File: config.mk
export PLATFORM = sky130hd
export DESIGN_NAME = sdram_cmd_sched
export DESIGN_NICKNAME = d
export VERILOG_FILES = /design/src/rtl/sdram_cmd_sched.sv
export SDC_FILE = /design/constraint.sdc
export NUM_CORES = 1
export LEC_CHECK = 0
export BUFFER_PORTS_ARGS = -buffer_cell sky130_fd_sc_hd__clkbuf_2
export CORE_MARGIN = 2
export CORE_UTILIZATION = 40
export DETAILED_ROUTE_END_ITERATION = 12
export GPL_TIMING_DRIVEN = 0
export PLACE_DENSITY = 0.54
export SETUP_SLACK_MARGIN = 0.15
export SLEW_MARGIN = 20
export SYNTH_ARGS = -nofsm -noshare
export SYNTH_HDL_FRONTEND = slang
export SYNTH_SLANG_ARGS = --single-unit
File: constraint.sdc
create_clock -name CLK -period 6.21 [get_ports CLK]
set_clock_uncertainty 0.2 [all_clocks]
set_input_delay 0.3105 -clock CLK [delete_from_list [all_inputs] [get_ports CLK]]
set_output_delay 0.3105 -clock CLK [all_outputs]
set_load 0.005 [all_outputs]
File: src/rtl/sdram_cmd_sched.sv
// sdram_cmd_sched: arbitrates SPC/USR command ports, enforces SDRAM bank/global timing,
// tracks open banks and drives registered command pins.
module sdram_cmd_sched #(
  parameter int T_RC   = 9,
  parameter int T_RAS  = 6,
  parameter int T_RP   = 3,
  parameter int T_RCD  = 3,
  parameter int T_MRD  = 2,
  parameter int T_DPL  = 2,
  parameter int BURST  = 8,
  parameter int ADDR_W = 13,
  parameter int BA_W   = 2
) (
  input  logic                   CLK,
  input  logic                   RESET_IN,
  input  logic                   INIT_DONE_IN,
  output logic                   BANK_ACTIVE_OUT,
  input  logic [2:0]             SPC_CMD_OP_IN,
  input  logic [BA_W+ADDR_W-1:0] SPC_CMD_ADDR_IN,
  input  logic [ADDR_W-1:0]      SPC_CMD_DATA_IN,
  input  logic                   SPC_REQ_IN,
  output logic                   SPC_ACK_OUT,
  input  logic [2:0]             USR_CMD_OP_IN,
  input  logic [BA_W+ADDR_W-1:0] USR_CMD_ADDR_IN,
  input  logic [ADDR_W-1:0]      USR_CMD_DATA_IN,
  input  logic                   USR_REQ_IN,
  output logic                   USR_ACK_OUT,
  output logic                   SDRAM_CS_N,
  output logic                   SDRAM_RAS_N,
  output logic                   SDRAM_CAS_N,
  output logic                   SDRAM_WE_N,
  output logic [BA_W-1:0]        SDRAM_BA,
  output logic [ADDR_W-1:0]      SDRAM_A,
  output logic                   ERR_OUT
);
  localparam logic [2:0] OP_NOP = 3'd0, OP_MRS = 3'd1, OP_REF = 3'd2, OP_PRE = 3'd3,
                         OP_ACT = 3'd4, OP_READ = 3'd5, OP_WRITE = 3'd6;
  localparam int NB = 1 << BA_W;
  localparam int CW = 5;
  typedef logic [NB-1:0][CW-1:0] cnt_t;
  cnt_t rcd_q, rcd_d, ras_q, ras_d, rc_q, rc_d, rp_q, rp_d, wr_q, wr_d, rd_q, rd_d;
  logic [CW-1:0] gbl_q, gbl_d;
  logic [NB-1:0] open_q, open_d;
  logic [3:0] cmd_q, cmd_d;
  logic [BA_W-1:0] ba_q, ba_d, bank;
  logic [ADDR_W-1:0] a_q, a_d, data, col;
  logic [BA_W+ADDR_W-1:0] addr;
  logic [2:0] op;
  logic err_q, err_d, spc_nop, use_spc, use_usr, pall, ok, go, pre_all_ok, ref_ok;

  function automatic logic [CW-1:0] dec(input logic [CW-1:0] c);
    return (c == '0) ? c : c - 1'b1;
  endfunction

  always_comb begin
    spc_nop = SPC_REQ_IN && SPC_CMD_OP_IN == OP_NOP;
    use_spc = SPC_REQ_IN && !spc_nop;
    use_usr = USR_REQ_IN && INIT_DONE_IN && !use_spc;
    op = use_spc ? SPC_CMD_OP_IN : use_usr ? USR_CMD_OP_IN : OP_NOP;
    addr = use_spc ? SPC_CMD_ADDR_IN : USR_CMD_ADDR_IN;
    data = use_spc ? SPC_CMD_DATA_IN : USR_CMD_DATA_IN;
    bank = addr[ADDR_W +: BA_W];
    pall = addr[10];
    col = addr[ADDR_W-1:0] & ~(ADDR_W'(1) << 10);
    pre_all_ok = 1'b1;
    ref_ok = 1'b1;
    for (int i = 0; i < NB; i++) begin
      pre_all_ok &= ras_q[i] == '0 && wr_q[i] == '0 && rd_q[i] == '0;
      ref_ok &= rp_q[i] == '0;
    end
    case (op)
      OP_ACT:            ok = rc_q[bank] == '0 && rp_q[bank] == '0;
      OP_READ, OP_WRITE: ok = rcd_q[bank] == '0;
      OP_PRE:            ok = pall ? pre_all_ok : ras_q[bank] == '0 && wr_q[bank] == '0 && rd_q[bank] == '0;
      OP_REF, OP_MRS:    ok = ref_ok;
      default:           ok = 1'b1;
    endcase
    go = op == OP_NOP || (gbl_q == '0 && ok);
    SPC_ACK_OUT = !RESET_IN && (spc_nop || (use_spc && go));
    USR_ACK_OUT = !RESET_IN && use_usr && go;
    for (int i = 0; i < NB; i++) begin
      rcd_d[i] = dec(rcd_q[i]);
      ras_d[i] = dec(ras_q[i]);
      rc_d[i]  = dec(rc_q[i]);
      rp_d[i]  = dec(rp_q[i]);
      wr_d[i]  = dec(wr_q[i]);
      rd_d[i]  = dec(rd_q[i]);
    end
    gbl_d = dec(gbl_q);
    open_d = open_q;
    cmd_d = 4'b0111;
    ba_d = '0;
    a_d = '0;
    err_d = err_q;
    // Counters load T-1 on the issue edge so the dependent command sees a pin gap of T.
    if (go) begin
      case (op)
        OP_MRS: begin
          cmd_d = 4'b0000;
          a_d = data;
          gbl_d = CW'(T_MRD - 1);
          err_d = err_q | (|open_q);
        end
        OP_REF: begin
          cmd_d = 4'b0001;
          gbl_d = CW'(T_RC - 1);
          err_d = err_q | (|open_q);
        end
        OP_PRE: begin
          cmd_d = 4'b0010;
          ba_d = bank;
          a_d[10] = pall;
          if (pall) begin
            open_d = '0;
            gbl_d = CW'(T_RP - 1);
          end else begin
            open_d[bank] = 1'b0;
            rp_d[bank] = CW'(T_RP - 1);
          end
        end
        OP_ACT: begin
          cmd_d = 4'b0011;
          ba_d = bank;
          a_d = addr[ADDR_W-1:0];
          err_d = err_q | open_q[bank];
          open_d[bank] = 1'b1;
          rcd_d[bank] = CW'(T_RCD - 1);
          ras_d[bank] = CW'(T_RAS - 1);
          rc_d[bank] = CW'(T_RC - 1);
        end
        OP_READ: begin
          cmd_d = 4'b0101;
          ba_d = bank;
          a_d = col;
          err_d = err_q | !open_q[bank];
          rd_d[bank] = CW'(BURST - 1);
        end
        OP_WRITE: begin
          cmd_d = 4'b0100;
          ba_d = bank;
          a_d = col;
          err_d = err_q | !open_q[bank];
          wr_d[bank] = CW'(BURST + T_DPL - 1);
        end
        default: ;
      endcase
    end
  end

  always_ff @(posedge CLK or posedge RESET_IN) begin
    if (RESET_IN) begin
      cmd_q <= 4'b1111;
      ba_q <= '0;
      a_q <= '0;
      err_q <= 1'b0;
      open_q <= '0;
      gbl_q <= '0;
      rcd_q <= '0;
      ras_q <= '0;
      rc_q <= '0;
      rp_q <= '0;
      wr_q <= '0;
      rd_q <= '0;
    end else begin
      cmd_q <= cmd_d;
      ba_q <= ba_d;
      a_q <= a_d;
      err_q <= err_d;
      open_q <= open_d;
      gbl_q <= gbl_d;
      rcd_q <= rcd_d;
      ras_q <= ras_d;
      rc_q <= rc_d;
      rp_q <= rp_d;
      wr_q <= wr_d;
      rd_q <= rd_d;
    end
  end

  assign {SDRAM_CS_N, SDRAM_RAS_N, SDRAM_CAS_N, SDRAM_WE_N} = cmd_q;
  assign SDRAM_BA = ba_q;
  assign SDRAM_A = a_q;
  assign ERR_OUT = err_q;
  assign BANK_ACTIVE_OUT = |open_q;
endmodule

# Yosys cells after proc, flatten, opt, wreduce, memory -nomap -nowiden
# Cells that the tools add are included.
# classes
eq_ne	6
mux	76
reduce_logical	70
add_sub_neg	25
n_lt_le_gt_ge	2
n_bitwise	29
# ops
op	n
$mux 20	13
$mux 5	34
$logic_not 5->1	31
$sub 5x1->5 const B	25
$bmux 5 s2	6
$and 16x16->16	3
$not 16->16	2
$mux 13	2
$and 12x12->12	2
$not 12->12	2
$logic_and 1x1->1	21
$pmux 10 s2	1
$pmux 3 s6	1
$or 4x4->4	4
$or 8x8->8	2
$mux 15	1
$pmux 5 s3	1
$or 12x12->12	1
$demux 5 s2	1
$eq 3x3->1 const B	3
$mux 3	3
$and 8x8->8	1
$not 8->8	1
$pmux 4 s2	1
26 further kinds	46
# word_totals
reg_bits	149

# Longest topological paths before layout
# logic_depth
word_depth	17
depth_mapped	13
mapped_depth_nobuf	10

# Least setup slack after synthesis
# OpenSTA, ideal clock, no wires.
# synth_timing
path_type	input port to output port
from	input RESET_IN
to	output SPC_ACK_OUT
path_buffers	0
slack_ns	1.775
arrival_time_ns	3.925
required_ns	5.699
cell_stages	2
path_cell_list	inv_1 -> o311a_1
# synth_via
elab_chain_cells	2
# synth_rtl
item	line_no	source
start, declared	15	input logic RESET_IN,
$logic_not 1->1 (no source line)	n/a	
$logic_and 1x1->1	79	SPC_ACK_OUT = !RESET_IN && (spc_nop || (use_spc && go));
end, declared	22	output logic SPC_ACK_OUT,
# Every way passes these cells.

# Worst setup path in the final report
# layout_timing
from	register wr_q[0] (netlist name)
to	output USR_ACK_OUT
# layout_via
elab_chain_cells	11
word_cells_on_any_way	16
# layout_rtl
item	line_no	source
start, declared	41	cnt_t rcd_q, rcd_d, ras_q, ras_d, rc_q, rc_d, rp_q, rp_d, wr_q, wr_d, rd_q, rd_d;
start signal, assigned	175	wr_q <= wr_d;
$logic_not 5->1	68	pre_all_ok &= ras_q[i] == '0 && wr_q[i] == '0 && rd_q[i] == '0;
$logic_and 1x1->1 (2 in a row)	68	
$and 1x1->1 (3 in a row)	68	
$mux 1 (*)	74	OP_PRE: ok = pall ? pre_all_ok : ras_q[bank] == '0 && wr_q[bank] == '0 && rd_q[bank] == '0;
$pmux 1 s4 (*)	71	case (op)
$logic_and 1x1->1 (*)	78	go = op == OP_NOP || (gbl_q == '0 && ok);
$logic_or 1x1->1 (*)	78	
$logic_and 1x1->1 (*)	80	USR_ACK_OUT = !RESET_IN && use_usr && go;
end, declared	27	output logic USR_ACK_OUT,
# Mark *: on every way between the ends. The rest lies on a longest branch, timed or not. The select of a mux whose other input is x is not followed.

==> run summary <==
DRC: 0
hold crit path type: primary input to register
PD cells: 471 mW/mm^2
area leader, netlist: dfrtp_1
capturing element type of the critical path: output pin
Crit Path Class: register to output pin
Slowest-stage cell, CP: nor4b_1
reg-to-reg slack, setup: 2.25 ns
flops & latches, synth: 149
Vias: 6,634
H-tree levels: 4
via/cell ratio: 5.24
critical-path cell list: inv_1, ha_1, nor4b_1, nand3_1, nor4_1, nand4_1, o31ai_2, a32oi_2, a21oi_2, buf_2, o21a_1, clkbuf_2
height of the die: 147 um
port bufs: 89
net count after synthesis: 955
Tmin final: 4.25 ns
largest net degree at the start of global routing: 89
root buf cell: clkbuf_16
antenna violations before repair: 0
dpl hpwl: 14,900 um
max cap viols: 0
Largest stage delay, worst path: 0.70 ns
Post-synth top cells: dfrtp_1 (145), nor2_1 (113), inv_1 (59)
design area: 0.00980 sq mm
placed cell count: 1,216
Synth cell types: 70
final setup vio count: 0
Final Power: 4.62 mW
first-pass GRT wire length: 33,900 um
core area: 0.0202 sq mm
Area Overhead vs Synth: 19.7%
Placement Cell Area: 0.00902 sq mm
cell with the most instances after synthesis: dfrtp_1
Largest delay share family, worst path: simple AND/OR/NAND/NOR gates
Initial Util: 0.406
TNS Setup: 0 ns
Final Hold Viols: 0
sequential share of the synthesized area: 0.456
Fmax: 235 MHz
final net count: 1,084
WP buf/inv: 3
vias in the first global route: 6,596
Mapped Cells: 855
Global Route Usage Sum: 0.198
Max clock buf depth: 2
post-CTS resize count: 0
worst-path fanout max: 10
final hold slack: 0.00238 ns
Yosys Warn Count: 0
Peak VDD IR: 0.220 mV
io pins: 90
iteration-0 DRC count of the detailed router: 327
asr flop ratio synth: 1.00
ANT cells: 0
outcome: finished clean
Mapped Area: 0.00819 sq mm
total grt overflow: 0
fin. max-slew vios: 0
clock-pin transition on the worst setup and hold timing paths: 0.07 ns
Post-DRT Antenna Nets: 0
cts bufs inserted: 17
Data arrival, critical path: 3.74 ns
CTS tree: done
Top FF cell, synth: dfrtp_1
CTS Sinks: 149
die area: 0.0216 sq mm
Clock Latency Late Sink: 0.43 ns
layout cell share with drive strength beyond 1: 0.171
number of flops mapped to enable cells by yosys: 0
Post-Layout Cell Count: 1,267
crit start category: register
area fraction of the dominant cell type after synthesis: 0.443
syn avg cell area: 9.58 sq um
P_leak: 4.64 nW
Routability Congestion: 0.810
First-pass DRT Iterations: 5
Die Width: 147 um
DR WL/cell: 16.3 um
actual slew at the worst max-slew pin: 0.999 ns
Final Cycle Share: 0.685
Slew headroom: 0.334
Synth area leaders: dfrtp_1 (44%), nor2_1 (5.2%), ha_1 (5.0%)
unrepaired setup endpoints after global routing: no
Crit path required time: 5.70 ns
Rows: 52
Routed WL: 20,600 um
[cells in the final DEF (no fill, tap or decap), types with 11 or more instances in the layout]
cell type,count
dfrtp_1,145
nor2_1,113
clkbuf_2,89
inv_1,58
nand2_1,57
nor3_1,50
xnor2_1,42
a21oi_1,40
ha_1,33
mux2i_1,30
o21ai_0,26
nand2b_1,22
dlygate4sd3_1,19
a31oi_1,18
a31o_1,17
clkbuf_16,17
xor2_1,15
o22ai_1,14
or3_1,12
nor4_1,11
[worst reg2reg max path, delay by kind of cell (launching register included)]
family	cells	cell delay (ns)
buffers and inverters	3	0.92
AOI/OAI and AO/OA	4	0.80
DFF	1	0.42
adders and majority gates	1	0.20
and+or+nand+nor	4	1.36
[cell type report]
| class | count | area (sq um) |
|---|---|---|
| inverters | 59 | 229 |
| repair buffers | 110 | 671 |
| fillers | 1951 | 10400 |
| well taps | 270 | 338 |
| clock buffers | 18 | 439 |
| plain buffers | 28 | 153 |
| multi-input cells | 619 | 4090 |
| flip-flops and latches | 149 | 3730 |
| clock inverters | 14 | 151 |
[sequential cells by signal, indices dropped and copies added, names as in the netlist, 5 cells and up]
signal / cells
SDRAM_A: 13
gbl_q: 5
ras_q: 20
rc_q: 20
rcd_q: 20
rd_q: 20
rp_q: 20
wr_q: 20
[per-layer routing]
| metal | vias to the layer above | part of all wire | track usage |
|---|---|---|---|
| li1 | 3278 | - | - |
| met1 | 3209 | 0.49 | 0.283 |
| met2 | 116 | 0.46 | 0.303 |
| met3 | 31 | 0.032 | 0.0351 |
| met4 | 0 | 0.020 | 0.0673 |
| met5 | - | 0 | 0 |
[through the flow]
step | utilization | setup WS [ns]
floorplan | - | 1.68
global placement | 0.445 | -0.441
global route | 0.486 | 1.61
CTS | 0.486 | 1.88
finish | 0.486 | 1.96
detailed placement | 0.447 | 2.05
[path summary, 6_finish.rpt]
check / depth (start not counted) / to / from
max in group asynchronous: 4 / open_q[3] / RESET_IN
max reg2reg: 12 / SDRAM_A[6] / wr_q[0]
min: 3 / SDRAM_A[10] / SPC_CMD_DATA_IN[10]
min reg2reg: 1 / rc_q[19] / rc_q[19]
max: 12 / USR_ACK_OUT / wr_q[0]
min in group asynchronous: 3 / rc_q[0] / RESET_IN
[kinds of logic (layout without fill, tap and decap cells)]
family          count (synthesis)  in the layout  synth area share
compound gates                175            175             0.151
xor+xnor                       57             57            0.0609
fa+ha+maj                      33             33            0.0504
buf+inv                        87            229            0.0457
flops                         149            149             0.456
mux                            36             36            0.0463
other cells                     1              1          0.000458
simple gates                  317            317             0.190
[power by group]
group	internal [mW]	switching (mW)
Clock	0.606	0.441
Sequential	1.38	0.343
Combinational	0.890	0.955
[what timing repair did]
| item | CTS | global route |
|---|---|---|
| endpoints found under the hold margin | 67 | 0 |
| hold buffers | 19 | 0 |
| setup buffers | 0 | 0 |
No activity file was read; power rests on OpenSTA's default activity.
